<file path="src/rtl/multicycle_ctrl_pkg.sv">
// Shared types and constants for the multicycle controller: FSM states,
// instruction classes, opcode/aluop/immsel codes and ALU status bit positions.
package multicycle_ctrl_pkg;

    typedef enum logic [2:0] {
        FETCH  = 3'd0,
        DECODE = 3'd1,
        EXEC   = 3'd2,
        MEM    = 3'd3,
        WB     = 3'd4
    } state_e;

    typedef enum logic [2:0] {
        CLS_R   = 3'd0,
        CLS_I   = 3'd1,
        CLS_LW  = 3'd2,
        CLS_SW  = 3'd3,
        CLS_B   = 3'd4,
        CLS_ILL = 3'd5
    } instr_cls_e;

    localparam logic [6:0] OPC_R  = 7'b0110011;
    localparam logic [6:0] OPC_I  = 7'b0010011;
    localparam logic [6:0] OPC_LW = 7'b0000011;
    localparam logic [6:0] OPC_SW = 7'b0100011;
    localparam logic [6:0] OPC_B  = 7'b1100011;

    localparam logic [3:0] ALUOP_ADD = 4'b0000;
    localparam logic [3:0] ALUOP_BR  = 4'b1000;

    localparam logic [1:0] IMM_I = 2'b00;
    localparam logic [1:0] IMM_S = 2'b01;
    localparam logic [1:0] IMM_B = 2'b10;

    localparam int STAT_N = 3;
    localparam int STAT_Z = 2;
    localparam int STAT_C = 1;
    localparam int STAT_V = 0;

    localparam logic [2:0] F3_BEQ = 3'b000;
    localparam logic [2:0] F3_BNE = 3'b001;
    localparam logic [2:0] F3_BLT = 3'b100;
    localparam logic [2:0] F3_BGE = 3'b101;
    localparam logic [2:0] F3_SRX = 3'b101;

    function automatic logic branch_f3_valid(input logic [2:0] f3);
        return (f3 == F3_BEQ) || (f3 == F3_BNE) || (f3 == F3_BLT) || (f3 == F3_BGE);
    endfunction

    function automatic logic branch_taken(input logic [2:0] f3, input logic [3:0] st);
        logic lt;
        lt = st[STAT_N] ^ st[STAT_V];
        case (f3)
            F3_BEQ:  return st[STAT_Z];
            F3_BNE:  return !st[STAT_Z];
            F3_BLT:  return lt;
            F3_BGE:  return !lt;
            default: return 1'b0;
        endcase
    endfunction

endpackage

</file>
<file path="src/rtl/multicycle_ctrl_decode.sv">
// Combinational instruction decoder: IR fields to ALU controls and instruction class.
module ctrl_decode
    import multicycle_ctrl_pkg::*;
(
    input  logic [31:0] ir_i,
    output logic [3:0]  aluop_o,
    output logic [1:0]  immsel_o,
    output logic        alusrc_o,
    output instr_cls_e  cls_o
);

    logic [6:0] opcode;
    logic [2:0] funct3;
    logic       funct7_5;
    logic       unused_ir_bits;

    assign opcode         = ir_i[6:0];
    assign funct3         = ir_i[14:12];
    assign funct7_5       = ir_i[30];
    assign unused_ir_bits = ^{ir_i[31], ir_i[29:15], ir_i[11:7]};

    always_comb begin
        aluop_o  = ALUOP_ADD;
        immsel_o = IMM_I;
        alusrc_o = 1'b0;
        cls_o    = CLS_ILL;
        case (opcode)
            OPC_R: begin
                cls_o   = CLS_R;
                aluop_o = {funct7_5, funct3};
            end
            OPC_I: begin
                // Only shift-right immediates use bit 30 to pick arithmetic vs logical
                cls_o    = CLS_I;
                alusrc_o = 1'b1;
                aluop_o  = {((funct3 == F3_SRX) && funct7_5), funct3};
            end
            OPC_LW: begin
                cls_o    = CLS_LW;
                alusrc_o = 1'b1;
            end
            OPC_SW: begin
                cls_o    = CLS_SW;
                alusrc_o = 1'b1;
                immsel_o = IMM_S;
            end
            OPC_B: begin
                cls_o    = CLS_B;
                aluop_o  = ALUOP_BR;
                immsel_o = IMM_B;
            end
            default: ;
        endcase
    end

endmodule

</file>
<file path="src/rtl/multicycle_ctrl.sv">
// Multicycle CPU control FSM (FETCH/DECODE/EXEC/MEM/WB) with instruction
// register, sticky illegal flag and retired-instruction counter.
module multicycle_ctrl
    import multicycle_ctrl_pkg::*;
(
    input  logic        clk,
    input  logic        reset,
    input  logic [31:0] instr,
    input  logic [3:0]  status,
    input  logic        mem_ready,
    output logic        mem_req,
    output logic        memrw,
    output logic        ir_we,
    output logic        pc_we,
    output logic        pcsrc,
    output logic [3:0]  aluop,
    output logic [1:0]  immsel,
    output logic        alusrc,
    output logic        regrw,
    output logic        wb,
    output logic [2:0]  state,
    output logic        illegal,
    output logic [15:0] instret
);

    state_e      state_q, state_d;
    logic [31:0] ir_q, ir_d;
    logic        illegal_q, illegal_d;
    logic [15:0] instret_q, instret_d;
    logic        retire;
    logic        br_valid;
    logic        br_taken;
    instr_cls_e  cls;
    logic        unused_carry;

    ctrl_decode u_decode (
        .ir_i     (ir_q),
        .aluop_o  (aluop),
        .immsel_o (immsel),
        .alusrc_o (alusrc),
        .cls_o    (cls)
    );

    assign br_valid     = branch_f3_valid(ir_q[14:12]);
    assign br_taken     = branch_taken(ir_q[14:12], status);
    assign unused_carry = status[STAT_C];

    // Pulses depend on same-cycle mem_ready/status, so they are decoded from the
    // registered state rather than registered themselves.
    always_comb begin
        state_d   = state_q;
        ir_d      = ir_q;
        illegal_d = illegal_q;
        instret_d = instret_q;
        mem_req   = 1'b0;
        memrw     = 1'b0;
        ir_we     = 1'b0;
        pc_we     = 1'b0;
        pcsrc     = 1'b0;
        regrw     = 1'b0;
        wb        = 1'b0;
        retire    = 1'b0;
        case (state_q)
            FETCH: begin
                mem_req = 1'b1;
                if (mem_ready) begin
                    ir_we   = 1'b1;
                    ir_d    = instr;
                    state_d = DECODE;
                end
            end
            DECODE: begin
                if (cls == CLS_ILL) begin
                    pc_we     = 1'b1;
                    illegal_d = 1'b1;
                    state_d   = FETCH;
                end else begin
                    state_d = EXEC;
                end
            end
            EXEC: begin
                case (cls)
                    CLS_R, CLS_I:   state_d = WB;
                    CLS_LW, CLS_SW: state_d = MEM;
                    CLS_B: begin
                        pc_we   = 1'b1;
                        retire  = 1'b1;
                        pcsrc   = br_valid & br_taken;
                        state_d = FETCH;
                        if (!br_valid) begin
                            illegal_d = 1'b1;
                        end
                    end
                    default: state_d = FETCH;
                endcase
            end
            MEM: begin
                mem_req = 1'b1;
                memrw   = (cls == CLS_SW);
                if (mem_ready) begin
                    if (cls == CLS_SW) begin
                        pc_we   = 1'b1;
                        retire  = 1'b1;
                        state_d = FETCH;
                    end else begin
                        state_d = WB;
                    end
                end
            end
            WB: begin
                regrw   = 1'b1;
                wb      = (cls == CLS_LW);
                pc_we   = 1'b1;
                retire  = 1'b1;
                state_d = FETCH;
            end
            default: state_d = FETCH;
        endcase
        if (retire) begin
            instret_d = instret_q + 16'd1;
        end
        // An instruction aborted by reset must not commit anything
        if (reset) begin
            ir_we = 1'b0;
            pc_we = 1'b0;
            pcsrc = 1'b0;
            regrw = 1'b0;
        end
    end

    always_ff @(posedge clk) begin
        if (reset) begin
            state_q   <= FETCH;
            ir_q      <= 32'd0;
            illegal_q <= 1'b0;
            instret_q <= 16'd0;
        end else begin
            state_q   <= state_d;
            ir_q      <= ir_d;
            illegal_q <= illegal_d;
            instret_q <= instret_d;
        end
    end

    assign state   = state_q;
    assign illegal = illegal_q;
    assign instret = instret_q;

endmodule

</file>
<file path="config.mk">
export PLATFORM = sky130hd
export DESIGN_NAME = multicycle_ctrl
export DESIGN_NICKNAME = d
export VERILOG_FILES = /design/src/rtl/multicycle_ctrl_pkg.sv /design/src/rtl/multicycle_ctrl_decode.sv /design/src/rtl/multicycle_ctrl.sv
export SDC_FILE = /design/constraint.sdc
export NUM_CORES = 1
export LEC_CHECK = 0
export ABC_AREA = 1
export CAP_MARGIN = 25
export CORE_ASPECT_RATIO = 0.7
export CORE_MARGIN = 5
export CORE_UTILIZATION = 47
export CTS_CLUSTER_DIAMETER = 150
export DETAILED_ROUTE_END_ITERATION = 8
export PLACE_DENSITY = 0.91
export SLEW_MARGIN = 20
export SYNTH_ARGS = -nofsm -noshare
export SYNTH_HDL_FRONTEND = slang
export SYNTH_SLANG_ARGS = --single-unit
</file>
<file path="constraint.sdc">
create_clock -name clk -period 3.3 [get_ports clk]
set_clock_uncertainty 0.15 [all_clocks]
set_input_delay 0.66 -clock clk [delete_from_list [all_inputs] [get_ports clk]]
set_output_delay 0.66 -clock clk [all_outputs]
set_load 0.05 [all_outputs]
</file>
==> results.yml <==
clock_network:
  cts.sinks: 31
  ctsLongestPathBuffers: 2
  ctsHoldBuffers: 0
  cts_resized: 0
  cts_root_buf: "clkbuf_8"
  postCtsSetupBuffers: 0
  cts_tree: "built"
  htree_levels: 2
  cts.clk_slew.worst_paths_ns: 0.06
  clock_latency_ns: 0.28
  cts_buffers: 5
routing:
  num_vias: 2017
  routed_wirelength_um: 5090
  drc_errors: 0
  viasPerCell: 5.32
  first_iter_violations: 178
  antenna_left: 0
  wl_per_cell_um: 13.4
  drt_first_pass_iters: 5
power_and_ir_drop:
  seq_power_share: 0.510
  power_density_nw_per_um2: 303
  p_int_mw: 0.574
  switching_share: 0.259
  power_frac_comb: 0.123
  p_clk_frac: 0.366
  ir_drop_mv: 0.226
  p_switching_mw: 0.201
  p_leak_nw: 0.921
  power.total_mw: 0.775
critical_path:
  crit_type: "flop to primary output"
  crit_path_cell_trace: "inv_1 -> nor3_2 -> inv_1 -> nor3_1 -> clkdlybuf4s50_1"
  critPathLaunchType: "flop"
  cp-end-kind: "primary output"
  cp_common_cell: "inv_1"
  critPathMaxStageDelay_ns: 0.83
  crit_family: "buffers and inverters"
  cp_num_buf_inv: 3
  critical_path.slowest_cell: "clkdlybuf4s50_1"
  arrival_ns: 2.18
  cp_data_required_time_ns: 2.49
  path_max_fanout: 3
timing:
  hold_violations: 0
  period_minus_slack_ns: 2.99
  finalSetupTns_ns: 0
  fin_crit_sh: 0.906
  slew_headroom: 0.627
  setup_viol: 0
  fmax_mhz: 335
  fin_ws_ns: 0.311
  rsz0062_at_grt: "false"
  tightestPinTransition_ns: 0.559
  fin_hold_ws_ns: 0.316
  slew_violations: 0
final_layout:
  layout-drive-gt1-share: 0.168
  final_util: 0.653
  fillers: 320
  fin_nets: 366
  final_common_cell: "nand2_1"
  num_antenna_cells: 0
  layout_common_cells: "66 x nand2_1, 46 x clkdlybuf4s50_1, 34 x nor2_1"
  final_cells: 379
  syn2layout_area_growth_pct: 34.5
  final_area_um2: 2560
placed_design:
  pre_cts_ws_ns: 0.451
  dpl.hpwl_um: 3910
  portBuffers: 50
  dpl.cell_count: 371
  dpl_cell_area_um2: 2480
  finalWeightedCongestion: 0.835
synth:
  ys_seq_area_frac: 0.326
  netlist_area_um2: 1900
  synth_nets: 313
  ys_warn_count: 0
  synth.ff_latch_count: 31
  ys_types: 28
  avgSynthCellArea_um2: 6.97
  synth_cells: 273
grt:
  grt_pass1_wl_um: 8350
  gr-total-overflow: 0
  antenna_found_initial: 0
  grt_max_degree: 20
  grt_pass1_vias: 1836
  grt_use_total: 0.190
floorplanning:
  initial_core_util: 0.485
  core_um2: 3920
  die_x_um: 86.1
  rows: 19
  dieArea_um2: 5440
  dieHeight_um: 63.2
  num_io_pins: 73
min_path:
  hp-class: "flop to flop"
run:
  cap_violations: 0
status:
  status: "complete, no violations"
[worst register-to-register path, delay by kind of cell, from the launching register on]
family | cells | cell delay, ns
DFF | 1 | 0.43
buffers and inverters | 2 | 0.13
AOI/OAI and AO/OA | 2 | 0.67
and+or+nand+nor | 2 | 0.23
[layer usage]
metal,global-route usage,routed length [µm]
met2,0.293,2350
met1,0.255,2250
met5,0,0
met3,0.0365,388
met4,0.0830,102
[power groups by stage]
stage               clock network, mW  logic [mW]  registers, mW
floorplan                           0      0.0492          0.407
global placement                    0      0.0918          0.402
detailed placement                  0      0.0949          0.403
CTS                             0.285      0.0953          0.395
global route                    0.306       0.102          0.396
finish                          0.284      0.0955          0.395
[final timing paths]
kind	from	end	slack [ns]	cells after the start
worst min register to register	ir_q[1]	ir_q[1]	0.32	2
worst min-delay path	ir_q[1]	ir_q[1]	0.32	2
worst max register to register	state[0]	instret[14]	1.61	6
worst max-delay path	state[2]	wb	0.31	5
[area by class of cell]
type,instances,area [µm²],area share
multi-input combinational,204,1110,0.434
sequential,31,621,0.242
timing repair buffer,54,571,0.223
inverter,30,113,0.0440
clock buffer,7,76.3,0.0298
tap,52,65.1,0.0254
clock inverter,1,5.00,0.00196
[logic make-up (layout without fill, tap and decap cells)]
group,Yosys count,in the layout,synth area share
AND/OR/NAND/NOR,150,150,0.394
AO/OA/AOI/OAI,45,45,0.145
buffers and inverters,38,92,0.0907
flip-flops,31,31,0.326
XOR/XNOR,8,8,0.0368
adder cells (fa/ha/maj),1,1,0.00657
[synth_stat cells (all sizes together)]
| cell | n | area share |
|---|---|---|
| inv | 30 | 0.059 |
| dfxtp | 31 | 0.33 |
| nand2 | 69 | 0.14 |
| ha | 1 | 0.0066 |
| nand3 | 33 | 0.14 |
| o211ai | 1 | 0.0039 |
| nand4 | 5 | 0.016 |
| nor3 | 5 | 0.016 |
| xnor2 | 4 | 0.018 |
| a21oi | 32 | 0.11 |
| buf | 6 | 0.028 |
| clkbuf | 2 | 0.0039 |
| xor2 | 4 | 0.018 |
| nor2 | 38 | 0.085 |
| o21ai | 12 | 0.032 |
[state kept, by name, indices dropped and copies added (netlist names)]
signal	cells
instret	16
ir_q	11
state	3
illegal	1
Note: power is estimated with default switching activity, not from simulation.
